`config.mk`:
```
export PLATFORM = sky130hd
export DESIGN_NAME = demux_13_slot
export DESIGN_NICKNAME = d
export VERILOG_FILES = /design/src/rtl/mc_pkg.sv /design/src/rtl/dest_slot.sv /design/src/rtl/demux_13_slot.sv
export SDC_FILE = /design/constraint.sdc
export NUM_CORES = 1
export LEC_CHECK = 0
export CAP_MARGIN = 5
export CORE_MARGIN = 2
export CORE_UTILIZATION = 45
export DETAILED_ROUTE_END_ITERATION = 10
export GPL_TIMING_DRIVEN = 0
export HOLD_SLACK_MARGIN = 0.12
export PLACE_DENSITY_LB_ADDON = 0.2
export SLEW_MARGIN = 30
export SYNTH_ARGS = -nofsm -noshare
export SYNTH_HDL_FRONTEND = slang
export SYNTH_SLANG_ARGS = --single-unit
export TNS_END_PERCENT = 10
```
`constraint.sdc`:
```
create_clock -name CLK -period 2.1 [get_ports CLK]
set_input_delay 0.525 -clock CLK [delete_from_list [all_inputs] [get_ports CLK]]
set_output_delay 0.525 -clock CLK [all_outputs]
set_load 0.005 [all_outputs]
```
`src/rtl/mc_pkg.sv`:
```
// rtl/mc_pkg.sv - shared select encodings and widths for the multi-cycle datapath
package mc_pkg;

    localparam int WL_DEF = 32;

    // Same encodings as the 3:1 datapath select muxes.
    localparam logic [1:0] SEL_A   = 2'b00;
    localparam logic [1:0] SEL_B   = 2'b01;
    localparam logic [1:0] SEL_C   = 2'b10;
    localparam logic [1:0] SEL_ILL = 2'b11;

    typedef enum logic {
        SLOT_EMPTY = 1'b0,
        SLOT_FULL  = 1'b1
    } slot_state_t;

    function automatic logic sel_legal(input logic [1:0] sel);
        return sel != SEL_ILL;
    endfunction

endpackage

```
`src/rtl/dest_slot.sv`:
```
// rtl/dest_slot.sv - one-entry holding register with fill/drain handshake
module dest_slot
    import mc_pkg::*;
#(
    parameter int WL = WL_DEF
) (
    input  logic          clk,
    input  logic          rst_n,
    input  logic          fill,
    input  logic [WL-1:0] din,
    input  logic          ready,
    output logic          valid,
    output logic [WL-1:0] dout
);

    slot_state_t state;

    // A fill while draining replaces the word in place, so valid never bubbles.
    always_ff @(posedge clk or negedge rst_n) begin
        if (!rst_n) begin
            state <= SLOT_EMPTY;
            dout  <= '0;
        end else begin
            case (state)
                SLOT_EMPTY: begin
                    if (fill) begin
                        state <= SLOT_FULL;
                        dout  <= din;
                    end
                end
                SLOT_FULL: begin
                    if (fill) begin
                        dout <= din;
                    end else if (ready) begin
                        state <= SLOT_EMPTY;
                    end
                end
                default: state <= SLOT_EMPTY;
            endcase
        end
    end

    assign valid = (state == SLOT_FULL);

endmodule

```
`src/rtl/demux_13_slot.sv`:
```
// rtl/demux_13_slot.sv - registered 1-to-3 result distributor with illegal-select drop accounting
module demux_13_slot
    import mc_pkg::*;
#(
    parameter int WL    = WL_DEF,
    parameter int CNT_W = 8
) (
    input  logic                 CLK,
    input  logic                 Rst_n,
    input  logic                 In_Valid,
    output logic                 In_Ready,
    input  logic [1:0]           Sel,
    input  logic signed [WL-1:0] In,
    output logic signed [WL-1:0] A_Out,
    output logic signed [WL-1:0] B_Out,
    output logic signed [WL-1:0] C_Out,
    output logic                 A_Valid,
    output logic                 B_Valid,
    output logic                 C_Valid,
    input  logic                 A_Ready,
    input  logic                 B_Ready,
    input  logic                 C_Ready,
    output logic                 Err,
    input  logic                 Err_Clr,
    output logic [CNT_W-1:0]     Drop_Cnt
);

    logic xfer;
    logic fill_a, fill_b, fill_c;
    logic drop;

    // Only the targeted slot can stall upstream; illegal words are always taken.
    always_comb begin
        In_Ready = 1'b1;
        case (Sel)
            SEL_A:   In_Ready = !A_Valid || A_Ready;
            SEL_B:   In_Ready = !B_Valid || B_Ready;
            SEL_C:   In_Ready = !C_Valid || C_Ready;
            default: In_Ready = 1'b1;
        endcase
    end

    assign xfer   = In_Valid && In_Ready;
    assign fill_a = xfer && (Sel == SEL_A);
    assign fill_b = xfer && (Sel == SEL_B);
    assign fill_c = xfer && (Sel == SEL_C);
    assign drop   = xfer && !sel_legal(Sel);

    dest_slot #(.WL(WL)) u_slot_a (
        .clk   (CLK),
        .rst_n (Rst_n),
        .fill  (fill_a),
        .din   (In),
        .ready (A_Ready),
        .valid (A_Valid),
        .dout  (A_Out)
    );

    dest_slot #(.WL(WL)) u_slot_b (
        .clk   (CLK),
        .rst_n (Rst_n),
        .fill  (fill_b),
        .din   (In),
        .ready (B_Ready),
        .valid (B_Valid),
        .dout  (B_Out)
    );

    dest_slot #(.WL(WL)) u_slot_c (
        .clk   (CLK),
        .rst_n (Rst_n),
        .fill  (fill_c),
        .din   (In),
        .ready (C_Ready),
        .valid (C_Valid),
        .dout  (C_Out)
    );

    // A drop in the same cycle as a clear wins and restarts the count at one.
    always_ff @(posedge CLK or negedge Rst_n) begin
        if (!Rst_n) begin
            Err      <= 1'b0;
            Drop_Cnt <= '0;
        end else if (drop) begin
            Err <= 1'b1;
            if (Err_Clr) begin
                Drop_Cnt <= {{(CNT_W-1){1'b0}}, 1'b1};
            end else if (!(&Drop_Cnt)) begin
                Drop_Cnt <= Drop_Cnt + 1'b1;
            end
        end else if (Err_Clr) begin
            Err      <= 1'b0;
            Drop_Cnt <= '0;
        end
    end

endmodule

```
==> out/results.ini <==
[layout]
num-fill-cells = 699
drive_gt1_share_pct = 29.8
diodes = 0
fin_cells = 551
area_delta_synth_final_pct = 44.8
nets = 477
fin_util_pct = 66.2
final_area_mm2 = 0.00606

[worst_setup_path]
cp-end-kind = flop
slowest_delay_ns = 0.54
crit_fanout = 10
critPathRequiredTime_ns = 2.33
cp.depth = 5
cp-endpoint = u_slot_b.dout[13]$_DFFE_PN0P_
worst_setup_path_start_kind = input port
regToRegSetupSlack_ns = 0.31
rr_worst_depth = 4
critPathBufInv = 2
critPathSlowestCell = clkdlybuf4s50_1
crit_start = In_Valid
crit_chain = clkdlybuf4s50_1, nand2_1, nor3_2, buf_2, mux2_2
critPathArrivalTime_ns = 2.26
r2r-end = u_slot_b.dout[13]$_DFFE_PN0P_
r2r-start = u_slot_b.valid$_DFF_PN0_
criticalPathCategory = in2reg
cp_top_family = buffers and inverters

[power]
comb_power_share_pct = 26.9
power_density_mw_per_mm2 = 896
p_int_mw = 4.11
swShare_pct = 24.4
vdd_drop_max_v = 0.000487
power_switching_mw = 1.33
clkPwrFrac_pct = 24.0
seqPwrFrac_pct = 49.1
p_leak_nw = 2.55

[clock_tree]
clkLatencyLatePin_ns = 0.36
cts_tree = built
numCtsBuffers = 9
cts_sinks = 108
cts_setup_buffers = 0
htreeDepth = 3
cts_max_path_buffers = 2
clkSlewWorstSetupHoldPaths_ns = 0.09
clk_root_buffer_cell = clkbuf_8

[sta]
drv_slew = 0
setup_ws_ns = 0.0737
skew_ns = 0.0177
max-slew-margin-rel_pct = 66.0
setup_viol = 0
max_clock_freq_ghz = 0.494
period_share_pct = 96.5
rsz0062_at_grt = no
whs_ns = 0.511
worstMarginPinSlew_ns = 0.510
post-route-min-period_ns = 2.03
hold_viol = 0

[grt]
grt_max_degree = 57
first_global_vias = 2882
grt_pass1_wl_mm = 14.6
overflow = 0
grt_usage_pct = 18.6
antenna_found_initial = 0

[synthesis]
postSynthCellCount = 275
synth_most_common_cell = dfrtp_1
synth_common_cells = dfrtp_1 (108), mux2_2 (96), buf_2 (9), nand2_1 (7)
synth_edf_count = 0
syn_area_mm2 = 0.00419
synth_top_area_cell = dfrtp_1
synth_top_area_share_pct = 64.6
synth_nets = 317
yosysUniqueCellTypes = 31
post_synth.cell_area_avg_um2 = 15.2
synth-seq-cells = 108
synth_seq_area_share_pct = 64.6
ys.flop_type = dfrtp_1
synth_warnings = 0
async_reset_ff_share_pct = 100
synth_top_cells_by_area = dfrtp_1 (65%), mux2_2 (26%), buf_2 (1.1%), a21oi_1 (0.72%), o21ai_0 (0.72%)

[detailed_routing]
wl_mm = 9.04
ant_nets = 0
drc = 0
first_iter_violations = 56
num_vias = 2789
wl_per_cell_um = 16.4
via_per_inst = 5.06
dr.pass1.iters = 4

[placement]
dp.cells = 535
dp_slack_ns = -0.425
gp_congestion = 0.765
portBuffers = 148
placed_area_mm2 = 0.00584
hpwl_mm = 6.49

[die]
rows = 35
pin_count = 150
coreArea_mm2 = 0.00915
die_area_mm2 = 0.0101
die_x_um = 100
initial_core_util_pct = 45.7
die_h_um = 100

[outcome]
outcome = finished, final reports clean

[hold_path]
hp-class = reg2reg

[run]
maxCapViolations = 0

flip-flops by register name, indices dropped and copies added (netlist names):
name            count
u_slot_a.valid      1
u_slot_c.dout      32
u_slot_b.dout      32
u_slot_a.dout      32
u_slot_b.valid      1
Err                 1
u_slot_c.valid      1
Drop_Cnt            8
worst register-to-register path, cell delays in order (launching register included):
cell and delay, ns:
dfrtp_1 0.40, nor2b_4 0.14, nor3_2 0.39, buf_2 0.37, mux2_2 0.38
worst min-delay path by stage:
| stage | from | endpoint | cells after the start |
|---|---|---|---|
| floorplan | Rst_n | Drop_Cnt[0]$_DFFE_PN0P_ | 0 |
| global placement | u_slot_a.dout[21]$_DFFE_PN0P_ | u_slot_a.dout[21]$_DFFE_PN0P_ | 1 |
| detailed placement | u_slot_a.dout[21]$_DFFE_PN0P_ | u_slot_a.dout[21]$_DFFE_PN0P_ | 1 |
| CTS | u_slot_a.dout[10]$_DFFE_PN0P_ | u_slot_a.dout[10]$_DFFE_PN0P_ | 1 |
| global route | u_slot_a.dout[25]$_DFFE_PN0P_ | u_slot_a.dout[25]$_DFFE_PN0P_ | 1 |
| finish | u_slot_a.dout[19]$_DFFE_PN0P_ | u_slot_a.dout[19]$_DFFE_PN0P_ | 1 |
metrics by stage:
| stage | TNS, ns | total power, mW |
|---|---|---|
| final | 0 | 5.43 |
| after global routing | 0 | 5.74 |
| after CTS | -0.296 | 5.51 |
| after detailed placement | -27.99 | 4.19 |
| after global placement | -406.40 | 4.15 |
| after floorplan | 0 | 3.14 |
final cells by class:
class | count | area, µm² | area share [%]
Clock buffer | 10 | 138 | 2.27
Buffer | 11 | 60.1 | 0.991
Multi-Input combinational cell | 152 | 1420 | 23.5
Inverter | 3 | 11.3 | 0.186
Clock inverter | 6 | 71.3 | 1.18
Sequential cell | 108 | 2700 | 44.6
Tap cell | 111 | 139 | 2.29
Timing Repair Buffer | 150 | 1520 | 25.0
cells in the final DEF, fill, tap and decap left out, types with 3 or more instances in the layout:
cell type        Yosys  layout
dfrtp_1            108     108
nand2b_1             3       3
a21oi_1              6       6
o21ai_0              6       5
clkbuf_8             0      10
nor3_1               3       3
nand2_1              7       7
nor2_1               5       5
mux2_2              96      96
buf_2                9       6
inv_1                3       3
nand3_1              4       4
clkdlybuf4s50_1      0     144
logic make-up (layout without fill, tap and decap cells):
logic type | after synthesis | in the layout | synth area share [%]
mux | 98 | 98 | 26.3
fa+ha+maj | 1 | 1 | 0.299
flops | 108 | 108 | 64.6
buf+inv | 15 | 180 | 1.61
compound gates | 16 | 16 | 2.15
simple gates | 37 | 37 | 5.08
power by group through the flow:
stage / clock network [mW] / registers [mW] / logic, mW
6_report: 1.31 / 2.67 / 1.46
5_1_grt: 1.45 / 2.72 / 1.57
4_1_cts: 1.35 / 2.67 / 1.49
3_5_place_dp: 0 / 2.71 / 1.48
3_3_place_gp: 0 / 2.69 / 1.45
2_1_floorplan: 0 / 2.74 / 0.403
layer usage:
| metal | vias up | share of wire (%) | track usage [%] |
|---|---|---|---|
| met4 | 0 | 0.72 | 4.11 |
| met2 | 88 | 48 | 30.4 |
| met1 | 1398 | 44 | 24.1 |
| met5 | - | 0 | 0 |
| li1 | 1296 | - | - |
| met3 | 7 | 7.0 | 6.73 |
what timing repair did:
item | in CTS | in global routing
pin swaps | 0 | 1
gates cloned | 0 | 0
hold buffers | 1 | 0
hold endpoints to repair | 8 | 0
setup endpoints to repair | 35 | 22
resized for setup | 5 | 6
(Power assumes the default switching activity.)
